===== config.mk =====
export PLATFORM = sky130hd
export DESIGN_NAME = alu
export DESIGN_NICKNAME = d
export VERILOG_FILES = /design/src/rtl/alu.sv
export SDC_FILE = /design/constraint.sdc
export NUM_CORES = 1
export LEC_CHECK = 0
export ABC_AREA = 1
export CAP_MARGIN = 20
export CELL_PAD_IN_SITES_DETAIL_PLACEMENT = 1
export CELL_PAD_IN_SITES_GLOBAL_PLACEMENT = 2
export CORE_UTILIZATION = 33
export CTS_BUF_LIST = sky130_fd_sc_hd__clkbuf_4 sky130_fd_sc_hd__clkbuf_8
export DETAILED_ROUTE_END_ITERATION = 10
export GPL_TIMING_DRIVEN = 0
export PLACE_DENSITY_LB_ADDON = 0.1
export SLEW_MARGIN = 25
export SYNTH_ARGS = -nofsm -noshare
export SYNTH_HDL_FRONTEND = slang
export SYNTH_SLANG_ARGS = --single-unit

===== constraint.sdc =====
create_clock -name iCLK -period 10.08 [get_ports iCLK]
set_input_delay 2.016 -clock iCLK [delete_from_list [all_inputs] [get_ports iCLK]]
set_output_delay 2.016 -clock iCLK [all_outputs]
set_load 0.03 [all_outputs]

===== src/rtl/alu.sv =====
// rtl/alu.sv - 4-bit operand ALU with a registered 8-bit result
//
// Purpose:
//   Picks one of 16 operations on two unsigned 4-bit operands through iINST.
//   The result is registered, so it appears one cycle after the inputs are
//   sampled. A new operation can start every cycle and there is no handshake.
//   The only state in the block is the result register.
//
// Build option:
//   ALU_DIV_EN - when defined, code 0x3 (DIV) and code 0x4 (MOD) compute the
//                quotient and the remainder. When undefined, both codes give
//                0x00 and no divider is built.
//
// Ports:
//   iCLK     in   1  clock; all state changes on the rising edge
//   iRSTn    in   1  synchronous active-low reset; clears oRESULT to 0x00
//   iA       in   4  operand A, unsigned
//   iB       in   4  operand B, unsigned
//   iINST    in   4  operation select:
//                    0 ADD, 1 SUB, 2 MUL, 3 DIV, 4 MOD, 5 AND, 6 OR, 7 XOR,
//                    8 NOT, 9 SHL, A SHR, B ROL, C CMP, D MAX, E MIN, F CAT
//   oRESULT  out  8  registered result

module alu (
  input  logic       iCLK,
  input  logic       iRSTn,
  input  logic [3:0] iA,
  input  logic [3:0] iB,
  input  logic [3:0] iINST,
  output logic [7:0] oRESULT
);

  // Zero-extend both operands, so every arithmetic result is naturally 8 bits wide.
  logic [7:0] aExt;
  logic [7:0] bExt;
  logic [7:0] rolPair;
  logic [7:0] nextResult;

  assign aExt = {4'h0, iA};
  assign bExt = {4'h0, iB};

  // Two copies of A side by side. After the shift, the upper nibble holds A
  // rotated left by the shift amount.
  assign rolPair = {iA, iA} << iB[1:0];

  always_comb begin
    nextResult = 8'h00;
    case (iINST)
      4'h0: nextResult = aExt + bExt;
      4'h1: nextResult = aExt - bExt;  // wraps mod 256, so A<B gives a two's-complement negative
      4'h2: nextResult = aExt * bExt;
`ifdef ALU_DIV_EN
      4'h3: nextResult = (iB == 4'h0) ? 8'hFF : (aExt / bExt);
      4'h4: nextResult = (iB == 4'h0) ? aExt  : (aExt % bExt);
`else
      4'h3: nextResult = 8'h00;
      4'h4: nextResult = 8'h00;
`endif
      4'h5: nextResult = {4'h0, iA & iB};
      4'h6: nextResult = {4'h0, iA | iB};
      4'h7: nextResult = {4'h0, iA ^ iB};
      4'h8: nextResult = {4'h0, ~iA};
      4'h9: nextResult = aExt << iB[2:0];
      4'hA: nextResult = {4'h0, iA >> iB[1:0]};
      4'hB: nextResult = {4'h0, rolPair[7:4]};
      4'hC: begin
        if (iA > iB) begin
          nextResult = 8'h01;
        end else if (iA == iB) begin
          nextResult = 8'h00;
        end else begin
          nextResult = 8'hFF;
        end
      end
      4'hD: nextResult = (iA >= iB) ? aExt : bExt;
      4'hE: nextResult = (iA <= iB) ? aExt : bExt;
      4'hF: nextResult = {iA, iB};
    endcase
  end

  // Reset is checked only at the clock edge, and it overrides the operation
  // sampled at that edge.
  always_ff @(posedge iCLK) begin
    if (!iRSTn) begin
      oRESULT <= 8'h00;
    end else begin
      oRESULT <= nextResult;
    end
  end

endmodule


==> summary.txt, run 1 <==
Path category of the worst min-delay check -> input port to flop
Max clock buf depth -> 2
Crit path required time -> 10.20 ns
Relative slew slack -> 62.00%
Vias in the first global route -> 2222
Area grow syn2layout -> 17.49%
CP Cell Sequence -> clkdlybuf4s50_1, clkbuf_1, nand2_1, fa_1, inv_1, fa_1, inv_1, fa_1, inv_1, nand3_1, nand2_1, nor3_2, nand3_2, nor2_1, nand3_1, nand2_1, inv_1
Largest Register -> oRESULT
Post-Route WL -> 7.129 mm
Tot GR Track Use -> 24.48%
Rows -> 27
Switching power as a share of total power -> 45.55%
Starting density of the core -> 34.83%
Antenna violations before repair -> 0
Cell Area, Synth -> 1953 sq um
Async SR Flop Fraction -> 0%
Top-area cell type share of the netlist area -> 17.30%
Arrival time of data at the critical path endpoint -> 5.59 ns
CTS tree -> built
Grt ovf -> 0
Register share of total power -> 19.8%
Multi-input combinational cell area -> 1577 sq um
Mean post-synth cell area -> 5.901 sq um
Number of top-level pins -> 22
Clock root buffer -> clkbuf_8
Number of flip-flops and latches in the synthesized netlist -> 8
Proportion of power drawn by combinational gates -> 58.8%
Internal power -> 96.31 uW
Routability cong. -> 0.8914
Final net count -> 402
Clock network fraction of total power -> 21.3%
Peak Freq -> 182.9 MHz
Peak supply drop -> 0.05376 mV
Pin count of the biggest net entering global routing -> 14
Commonest register cell after synthesis -> dfxtp_1
Net switching component of the power -> 80.58 uW
Count of clock tree sinks -> 8
Area used by sequential logic in the layout -> 160.2 sq um
Average wire length per cell after detail routing -> 16.70 microns
Depth of the CTS H-tree -> 1
Fraction of final layout cells with drive strength greater than 1 -> 9.014%
Horizontal die dimension -> 78.93 microns
Kind of start point of the critical path -> input port
Peak per-stage delay on the critical path -> 0.54 ns
Count of inserted antenna diode cells -> 0
Vias per cell -> 5.333
Number of hold violations in the final report -> 0
Post-cts sizing count -> 0
Static leakage -> 1.202 nW
Count of mapped cells out of synthesis -> 331
Unrepaired setup endpoints after global routing -> false
Die area -> 6230 sq um
Remaining DRCs -> 0
Clock-pin slew reported for the worst setup and hold paths after clock tree synthesis -> 0.04 ns
Total setup violations reported at the end of the flow -> 0
Cell types with the largest area share after synthesis -> nand2_1 (17%), ha_1 (16%), inv_1 (10%)
Buffers added on ports -> 21
Share of the cycle needed by the critical path after routing -> 54.24%
Core box area -> 5608 sq um
Number of slew-limit violations in the final report -> 0
Net count after synthesis -> 376
TritonRoute pass-1 iters -> 4
Chip height -> 78.93 microns
Category of cells accounting for the largest share of critical-path delay -> adder cells
Half-perimeter wire length after detailed placement -> 5.951 mm
Setup TNS -> 0 ns
Drt initial violations -> 155
Pwr Density -> 77.09 nW/um^2
Standard cell with the maximum stage delay on the critical path -> clkdlybuf4s50_1
Maxcap violations -> 0
Count of cell types in the netlist -> 31
Minimum clock period after layout -> 5.467 ns
Number of fill cells -> 798
Via count -> 2277
Total number of yosys warnings -> 0
Post-detailed-placement cell area -> 2253 sq um
Status -> finished, final reports clean
Endpoint kind of the worst setup timing path -> flop
Bufs and invs on worst path -> 6
Largest register FFs -> 8
Worst-Margin Slew -> 0.5679 ns
Highest fanout seen on the critical path -> 10
Most numerous cell on the critical path -> inv_1
Cell accounting for the most synthesized area -> nand2_1
Number of buffers inserted during clock tree synthesis -> 3
Portion of the post-synthesis area used by sequential elements -> 8.200%
Largest registers -> oRESULT: 8 flops
CP Class -> input port to flop
Post-route cell area -> 2295 sq um
Hold buffers post-CTS -> 0
Global-route wire length before repair -> 11.57 mm
EDFF count, synth -> 0
Setup fix buffers added after clock tree synthesis -> 0
Number of nets with antenna violations after routing -> 0
-- stage by stage --
step / std cells / total power [mW] / setup slack [ns] / utilization, % / hold WS [ns]
4_1_cts: 427 / 0.1781 / 4.588 / 40.92 / 2.560
6_report: 427 / 0.1769 / 4.613 / 40.92 / 2.571
2_1_floorplan: 331 / 0.1019 / 5.390 / - / 2.158
5_1_grt: 427 / 0.1919 / 4.448 / 40.92 / 2.617
3_5_place_dp: 424 / 0.1389 / 4.420 / 40.18 / 2.790
3_3_place_gp: 424 / 0.1377 / 4.428 / 40.18 / 2.796
-- worst min-delay path, cell delays in order --
cell and delay, ns:
clkdlybuf4s50_1 0.53, o21ai_0 0.13, nor2_1 0.06
-- kinds of logic after synthesis --
| logic type | after synthesis | share of synthesized area (%) |
|---|---|---|
| simple gates | 192 | 44.91 |
| flops | 8 | 8.200 |
| compound gates | 39 | 11.85 |
| xor+xnor | 4 | 1.794 |
| fa+ha+maj | 31 | 22.17 |
| buf+inv | 57 | 11.08 |
-- cells in the final DEF (no fill, tap or decap), types with 2 or more instances in the layout --
cell type,instances
a21oi_1,13
a21oi_2,2
buf_2,2
clkbuf_8,3
clkdlybuf4s50_1,21
dfxtp_1,8
fa_1,6
ha_1,25
inv_1,52
inv_2,2
nand2_1,90
nand2_2,7
nand3_1,35
nand3_2,3
nand4_1,4
nor2_1,38
nor2_2,4
nor2_4,3
nor3_2,2
o211ai_1,8
o21ai_0,12
or2_2,2
xnor2_1,2
xor2_1,2
-- cell type report --
| cell class | instances | area share, % |
|---|---|---|
| buffer | 3 | 0.5998 |
| multi-input combinational | 266 | 68.70 |
| inverter | 54 | 8.833 |
| clock buffer | 3 | 1.799 |
| tap | 72 | 3.926 |
| sequential | 8 | 6.979 |
| timing repair buffer | 21 | 9.160 |
-- per-layer routing --
layer / global-route usage [%] / vias to the layer above / share of wire (%)
met5: 0 / - / 0
met4: 4.545 / 0 / 1.6
met3: 1.264 / 13 / 4.4
met2: 40.52 / 60 / 45
met1: 35.16 / 1095 / 49
li1: - / 1109 / -
-- power groups by stage --
stage                     Clock [mW]  Combinational [mW]  Sequential (mW)
after floorplan                    0              0.0610           0.0409
after global placement             0               0.102           0.0355
after detailed placement           0               0.103           0.0356
after CTS                     0.0388               0.104           0.0351
after global routing          0.0403               0.116           0.0354
final                         0.0377               0.104           0.0351
-- worst paths after layout --
path	cells after the start	slack, ns	endpoint	startpoint
min	3	2.57	oRESULT[2]	iRSTn
max	17	4.61	oRESULT[3]	iB[1]
-- synth_stat cells, types with 3 or more instances --
cell type	n
nor2_4	3
inv_1	52
nor2_2	4
o211ai_1	8
nand3_2	3
nor2_1	38
dfxtp_1	8
nand3_1	35
nand4_1	4
a21oi_1	13
nand2_1	90
fa_1	6
nand2_2	7
ha_1	25
o21ai_0	12
Power figures use the tool's default switching activity.
==> inputs of run 2 (changes only) <==
--- a/config.mk
+++ b/config.mk
@@ -9,7 +9,7 @@
 export CAP_MARGIN = 20
 export CELL_PAD_IN_SITES_DETAIL_PLACEMENT = 1
 export CELL_PAD_IN_SITES_GLOBAL_PLACEMENT = 2
-export CORE_UTILIZATION = 33
+export CORE_UTILIZATION = 31
 export CTS_BUF_LIST = sky130_fd_sc_hd__clkbuf_4 sky130_fd_sc_hd__clkbuf_8
 export DETAILED_ROUTE_END_ITERATION = 10
 export GPL_TIMING_DRIVEN = 0
==> constraint.sdc (replaced) <==
create_clock -name iCLK -period 5.6 [get_ports iCLK]
set_input_delay 1.12 -clock iCLK [delete_from_list [all_inputs] [get_ports iCLK]]
set_output_delay 1.12 -clock iCLK [all_outputs]
set_load 0.03 [all_outputs]
==> run 2 against run 1 <==
Compared with the run above:
- die area grew 6.3%
- via count down 2.4%
- non-clock buffer count did not move
==> summary.txt, run 2 (synthesis gave the netlist of run 1 again) <==
Remaining DRCs -> 0
Peak supply drop -> 0.1072 mV
Min-Delay Path Depth -> 3
Maxcap violations -> 0
Count of clock tree sinks -> 8
Leading cell type in the layout, fill and taps excluded -> nand2_1
Core box area -> 5991 sq um
Antenna violations before repair -> 0
Peak Freq -> 219.7 MHz
Half-perimeter wire length after detailed placement -> 5.962 mm
Register share of total power -> 19.8%
Fraction of final layout cells with drive strength greater than 1 -> 9.014%
Tot GR Track Use -> 23.30%
Status -> finished, final reports clean
Peak per-stage delay on the critical path -> 0.56 ns
Vias in the first global route -> 2132
Setup fix buffers added after clock tree synthesis -> 0
Commonest cells after routing, fill and taps aside -> nand2_1 (90), inv_1 (52), nor2_1 (38), nand3_1 (35), ha_1 (25)
Number of hold violations in the final report -> 0
Multi-input combinational cell area -> 1577 sq um
Count of inserted antenna diode cells -> 0
Worst hold path endpoint -> oRESULT[2]
Die area -> 6622 sq um
Global-route wire length before repair -> 11.39 mm
Clock root buffer -> clkbuf_8
Highest fanout seen on the critical path -> 10
Clock-pin slew reported for the worst setup and hold paths after clock tree synthesis -> 0.04 ns
Rows -> 28
Post-Route WL -> 7.173 mm
Number of slew-limit violations in the final report -> 0
Starting density of the core -> 32.60%
Horizontal die dimension -> 81.38 microns
Total instance count after detailed placement -> 427
CP Class -> input port to flop
CP Cell Sequence -> clkdlybuf4s50_1, clkbuf_1, nand2_1, fa_1, inv_1, fa_1, inv_1, fa_1, inv_1, nand3_1, nand2_1, nor3_2, nand3_2, nor2_1, nand3_1, nand2_1, inv_1
Number of buffers inserted during clock tree synthesis -> 3
Net switching component of the power -> 144.3 uW
Drt initial violations -> 191
Number of nets with antenna violations after routing -> 0
TritonRoute pass-1 iters -> 4
Final net count -> 402
Worst-Margin Slew -> 0.5261 ns
PnR Total Power -> 317.7 uW
Largest register FFs -> 8
Pwr Density -> 138.2 nW/um^2
Area grow syn2layout -> 17.68%
Post-cts sizing count -> 0
Endpoint kind of the worst setup timing path -> flop
Minimum clock period after layout -> 4.552 ns
Largest Register -> oRESULT
Area used by sequential logic in the layout -> 160.2 sq um
Setup TNS -> 0 ns
Number of fill cells -> 814
Hold buffers post-CTS -> 0
Worst hold path startpoint -> iRSTn
Pin count of the biggest net entering global routing -> 14
Via count -> 2222
Internal power -> 173.4 uW
Standard cell with the maximum stage delay on the critical path -> clkdlybuf4s50_1
Grt ovf -> 0
Post-Layout Cell Count -> 430
Worst hold slack after final layout -> 1.709 ns
Static leakage -> 1.202 nW
Path category of the worst min-delay check -> input port to flop
Share of the cycle needed by the critical path after routing -> 81.28%
Chip height -> 81.38 microns
Unrepaired setup endpoints after global routing -> false
Average wire length per cell after detail routing -> 16.68 microns
Switching power as a share of total power -> 45.42%
Crit path required time -> 5.72 ns
Arrival time of data at the critical path endpoint -> 4.67 ns
Largest registers -> oRESULT: 8 flops
Total setup violations reported at the end of the flow -> 0
CTS tree -> built
Buffers added on ports -> 21
Proportion of power drawn by combinational gates -> 58.8%
Relative slew slack -> 64.93%
Number of top-level pins -> 22
Kind of start point of the critical path -> input port
Vias per cell -> 5.167
Depth of the CTS H-tree -> 1
Most numerous cell on the critical path -> inv_1
Max clock buf depth -> 2
Clock network fraction of total power -> 21.4%
Routability cong. -> 0.8961
run 2: how the worst max path moves through the flow:
stage	startpoint	endpoint	depth (start not counted)
global placement	iB[1]	oRESULT[3]	17
floorplan	iB[1]	oRESULT[3]	16
CTS	iB[1]	oRESULT[3]	17
detailed placement	iB[1]	oRESULT[3]	17
global route	iB[1]	oRESULT[3]	17
finish	iB[1]	oRESULT[3]	17
run 2: power groups by stage:
stage	Sequential, mW	Clock [mW]	Combinational, mW
after global placement	0.0638	0	0.186
after detailed placement	0.0640	0	0.186
after CTS	0.0631	0.0698	0.187
after floorplan	0.0736	0	0.110
after global routing	0.0634	0.0743	0.210
final	0.0630	0.0680	0.187
run 2: stage by stage:
step / utilization, % / area [sq um] / setup WS [ns]
5_1_grt: 38.37 / 2298 / 0.7221
3_5_place_dp: 37.68 / 2257 / 0.8089
4_1_cts: 38.37 / 2298 / 1.034
6_report: 38.37 / 2298 / 1.048
3_3_place_gp: 37.68 / 2257 / 0.8497
2_1_floorplan: - / 1953 / 1.806
run 2: worst max-delay path: cells and delay by family:
| kind | cells | cell delay, ns |
|---|---|---|
| AND/OR/NAND/NOR | 8 | 0.76 |
| buffers and inverters | 6 | 1.21 |
| adder cells (fa/ha/maj) | 3 | 1.57 |
run 2: cell type report:
type                    instances  share of cell area [%]
plain buffers                   3                  0.5988
clock buffers                   3                   1.796
inverters                      54                   8.819
multi-input cells             266                   68.59
flip-flops and latches          8                   6.968
well taps                      75                   4.083
repair buffers                 21                   9.145
run 2: routing by layer:
layer | share of wire, % | wire (microns) | vias to the layer above | GRT usage (%)
met5 | 0 | 0 | - | 0
met4 | 1.0 | 73 | 0 | 4.464
met2 | 43 | 3111 | 58 | 36.42
li1 | - | - | 1110 | -
met1 | 52 | 3727 | 1046 | 34.82
met3 | 3.6 | 260 | 8 | 1.124
==> inputs of run 3 (changes only) <==
--- a/config.mk
+++ b/config.mk
@@ -9,7 +9,7 @@
 export CAP_MARGIN = 20
 export CELL_PAD_IN_SITES_DETAIL_PLACEMENT = 1
 export CELL_PAD_IN_SITES_GLOBAL_PLACEMENT = 2
-export CORE_UTILIZATION = 31
+export CORE_UTILIZATION = 28
 export CTS_BUF_LIST = sky130_fd_sc_hd__clkbuf_4 sky130_fd_sc_hd__clkbuf_8
 export DETAILED_ROUTE_END_ITERATION = 10
 export GPL_TIMING_DRIVEN = 0
==> constraint.sdc (replaced) <==
create_clock -name iCLK -period 3.7 [get_ports iCLK]
set_input_delay 0.74 -clock iCLK [delete_from_list [all_inputs] [get_ports iCLK]]
set_output_delay 0.74 -clock iCLK [all_outputs]
set_load 0.03 [all_outputs]
==> run 3 against run 2 <==
Compared with the run above:
- sequential cell count did not move
- non-clock buffer count rose by 2
- die area rose by 10%
- clock power up 51%
- highest routed layer unchanged
==> summary.txt, run 3 (synthesis gave the netlist of run 1 again) <==
Status -> finished, final reports clean
Via count -> 2193
Total setup violations reported at the end of the flow -> 0
Number of buffers inserted during clock tree synthesis -> 3
Path category of the worst min-delay check -> input port to flop
Routability cong. -> 0.8161
Remaining DRCs -> 0
Buffers added on ports -> 21
Pwr Density -> 209.7 nW/um^2
Peak Freq -> 289.0 MHz
Leading cell type in the layout, fill and taps excluded -> nand2_1
Worst-Margin Slew -> 0.5202 ns
Antenna violations before repair -> 0
Number of fill cells -> 893
Standard cell with the maximum stage delay on the critical path -> fa_1
Crit path required time -> 3.82 ns
Count of clock tree sinks -> 8
TritonRoute pass-1 iters -> 6
Detail Route met2 WL -> 3.425 mm
Largest register FFs -> 8
Core box area -> 6756 sq um
Highest fanout seen on the critical path -> 7
Share of the cycle needed by the critical path after routing -> 93.53%
CP Cell Sequence -> clkdlybuf4s15_1, nand2_1, fa_1, inv_1, fa_1, inv_1, fa_1, inv_1, nand3_1, nand2_1, nor3_2, nand3_2, nor2_2, nand3_1, nand2_1, inv_1
Minimum clock period after layout -> 3.460 ns
Commonest cells after routing, fill and taps aside -> nand2_1 (90), inv_1 (52), nor2_1 (37), nand3_1 (35), ha_1 (25)
Largest Register -> oRESULT
Final cell utilization of the core -> 34.43%
Top sig layer -> met4
Multi-input combinational cell area -> 1579 sq um
Amount of wire on met3 after detailed routing -> 169 microns
CTS tree -> built
Final net count -> 404
Most numerous cell on the critical path -> inv_1
Depth of the CTS H-tree -> 1
Kind of start point of the critical path -> input port
Chip height -> 85.52 microns
Tot GR Track Use -> 21.69%
Vias in the first global route -> 2235
Horizontal die dimension -> 85.52 microns
Global-route wire length before repair -> 12.14 mm
Grt ovf -> 0
Peak supply drop -> 0.06802 mV
Clock-pin slew reported for the worst setup and hold paths after clock tree synthesis -> 0.04 ns
Unrepaired setup endpoints after global routing -> false
Number of hold violations in the final report -> 0
Half-perimeter wire length after detailed placement -> 6.242 mm
Pin count of the biggest net entering global routing -> 14
Peak per-stage delay on the critical path -> 0.53 ns
Area used by sequential logic in the layout -> 160.2 sq um
Rows -> 30
Setup TNS -> 0 ns
Metal-1 WL -> 3.865 mm
Bufs and invs on worst path -> 5
Number of nets with antenna violations after routing -> 0
Vias per cell -> 5.018
Number of top-level pins -> 22
Average wire length per cell after detail routing -> 17.12 microns
Count of inserted antenna diode cells -> 0
CP Class -> input port to flop
Area grow syn2layout -> 19.09%
Largest registers -> oRESULT: 8 flops
Maxcap violations -> 0
Fraction of final layout cells with drive strength greater than 1 -> 11.20%
Relative slew slack -> 65.19%
Static leakage -> 1.249 nW
Arrival time of data at the critical path endpoint -> 3.58 ns
Max clock buf depth -> 2
Post-Route WL -> 7.482 mm
Die area -> 7314 sq um
Clock root buffer -> clkbuf_8
Number of slew-limit violations in the final report -> 0
Endpoint kind of the worst setup timing path -> flop
Drt initial violations -> 107
Starting density of the core -> 28.91%
Category of cells accounting for the largest share of critical-path delay -> adder cells
[run 3: worst paths after layout]
check / start / endpoint / slack (ns) / cells after the start
worst max-delay path: iA[2] / oRESULT[3] / 0.24 / 16
worst min-delay path: iB[3] / oRESULT[3] / 1.05 / 5
[run 3: area by class of cell]
class | instances | area share (%)
Buffer | 3 | 1.291
Clock buffer | 3 | 1.775
Inverter | 54 | 8.714
Tap cell | 80 | 4.303
Timing Repair Buffer | 23 | 9.145
Sequential cell | 8 | 6.885
Multi-Input combinational cell | 266 | 67.89
[run 3: repair_timing]
action,CTS,global route
gates resized for setup,10,13
hold endpoints to repair,0,0
setup endpoints to repair,5,3
hold buffers,0,0
pin swaps,2,2
buffers inserted,2,0
[run 3: power by group]
part	leakage (nW)	switching [mW]	internal [mW]
combinational	1.16	0.188	0.101
clock	0.0216	0.0329	0.0704
sequential	0.0657	0.00141	0.0937
total	1.25	0.222	0.265
[run 3: metal layers]
metal  vias up  track usage (%)
met5         -                0
met4         0            2.727
met3         2           0.9625
met2        33            36.29
met1      1045            31.69
li1       1113                -
[run 3: stage by stage]
| stage | setup slack [ns] | cells | hold slack (ns) | instance area (sq um) | total power, mW |
|---|---|---|---|---|---|
| floorplan | 0.2859 | 331 | 0.8818 | 1953 | 0.2775 |
| global placement | -0.6900 | 432 | 1.532 | 2263 | 0.3789 |
| CTS | 0.02777 | 437 | 1.307 | 2330 | 0.4926 |
| detailed placement | -0.7807 | 432 | 1.539 | 2263 | 0.3813 |
| global route | 0.007375 | 437 | 1.108 | 2326 | 0.5302 |
| finish | 0.2395 | 437 | 1.046 | 2326 | 0.4877 |
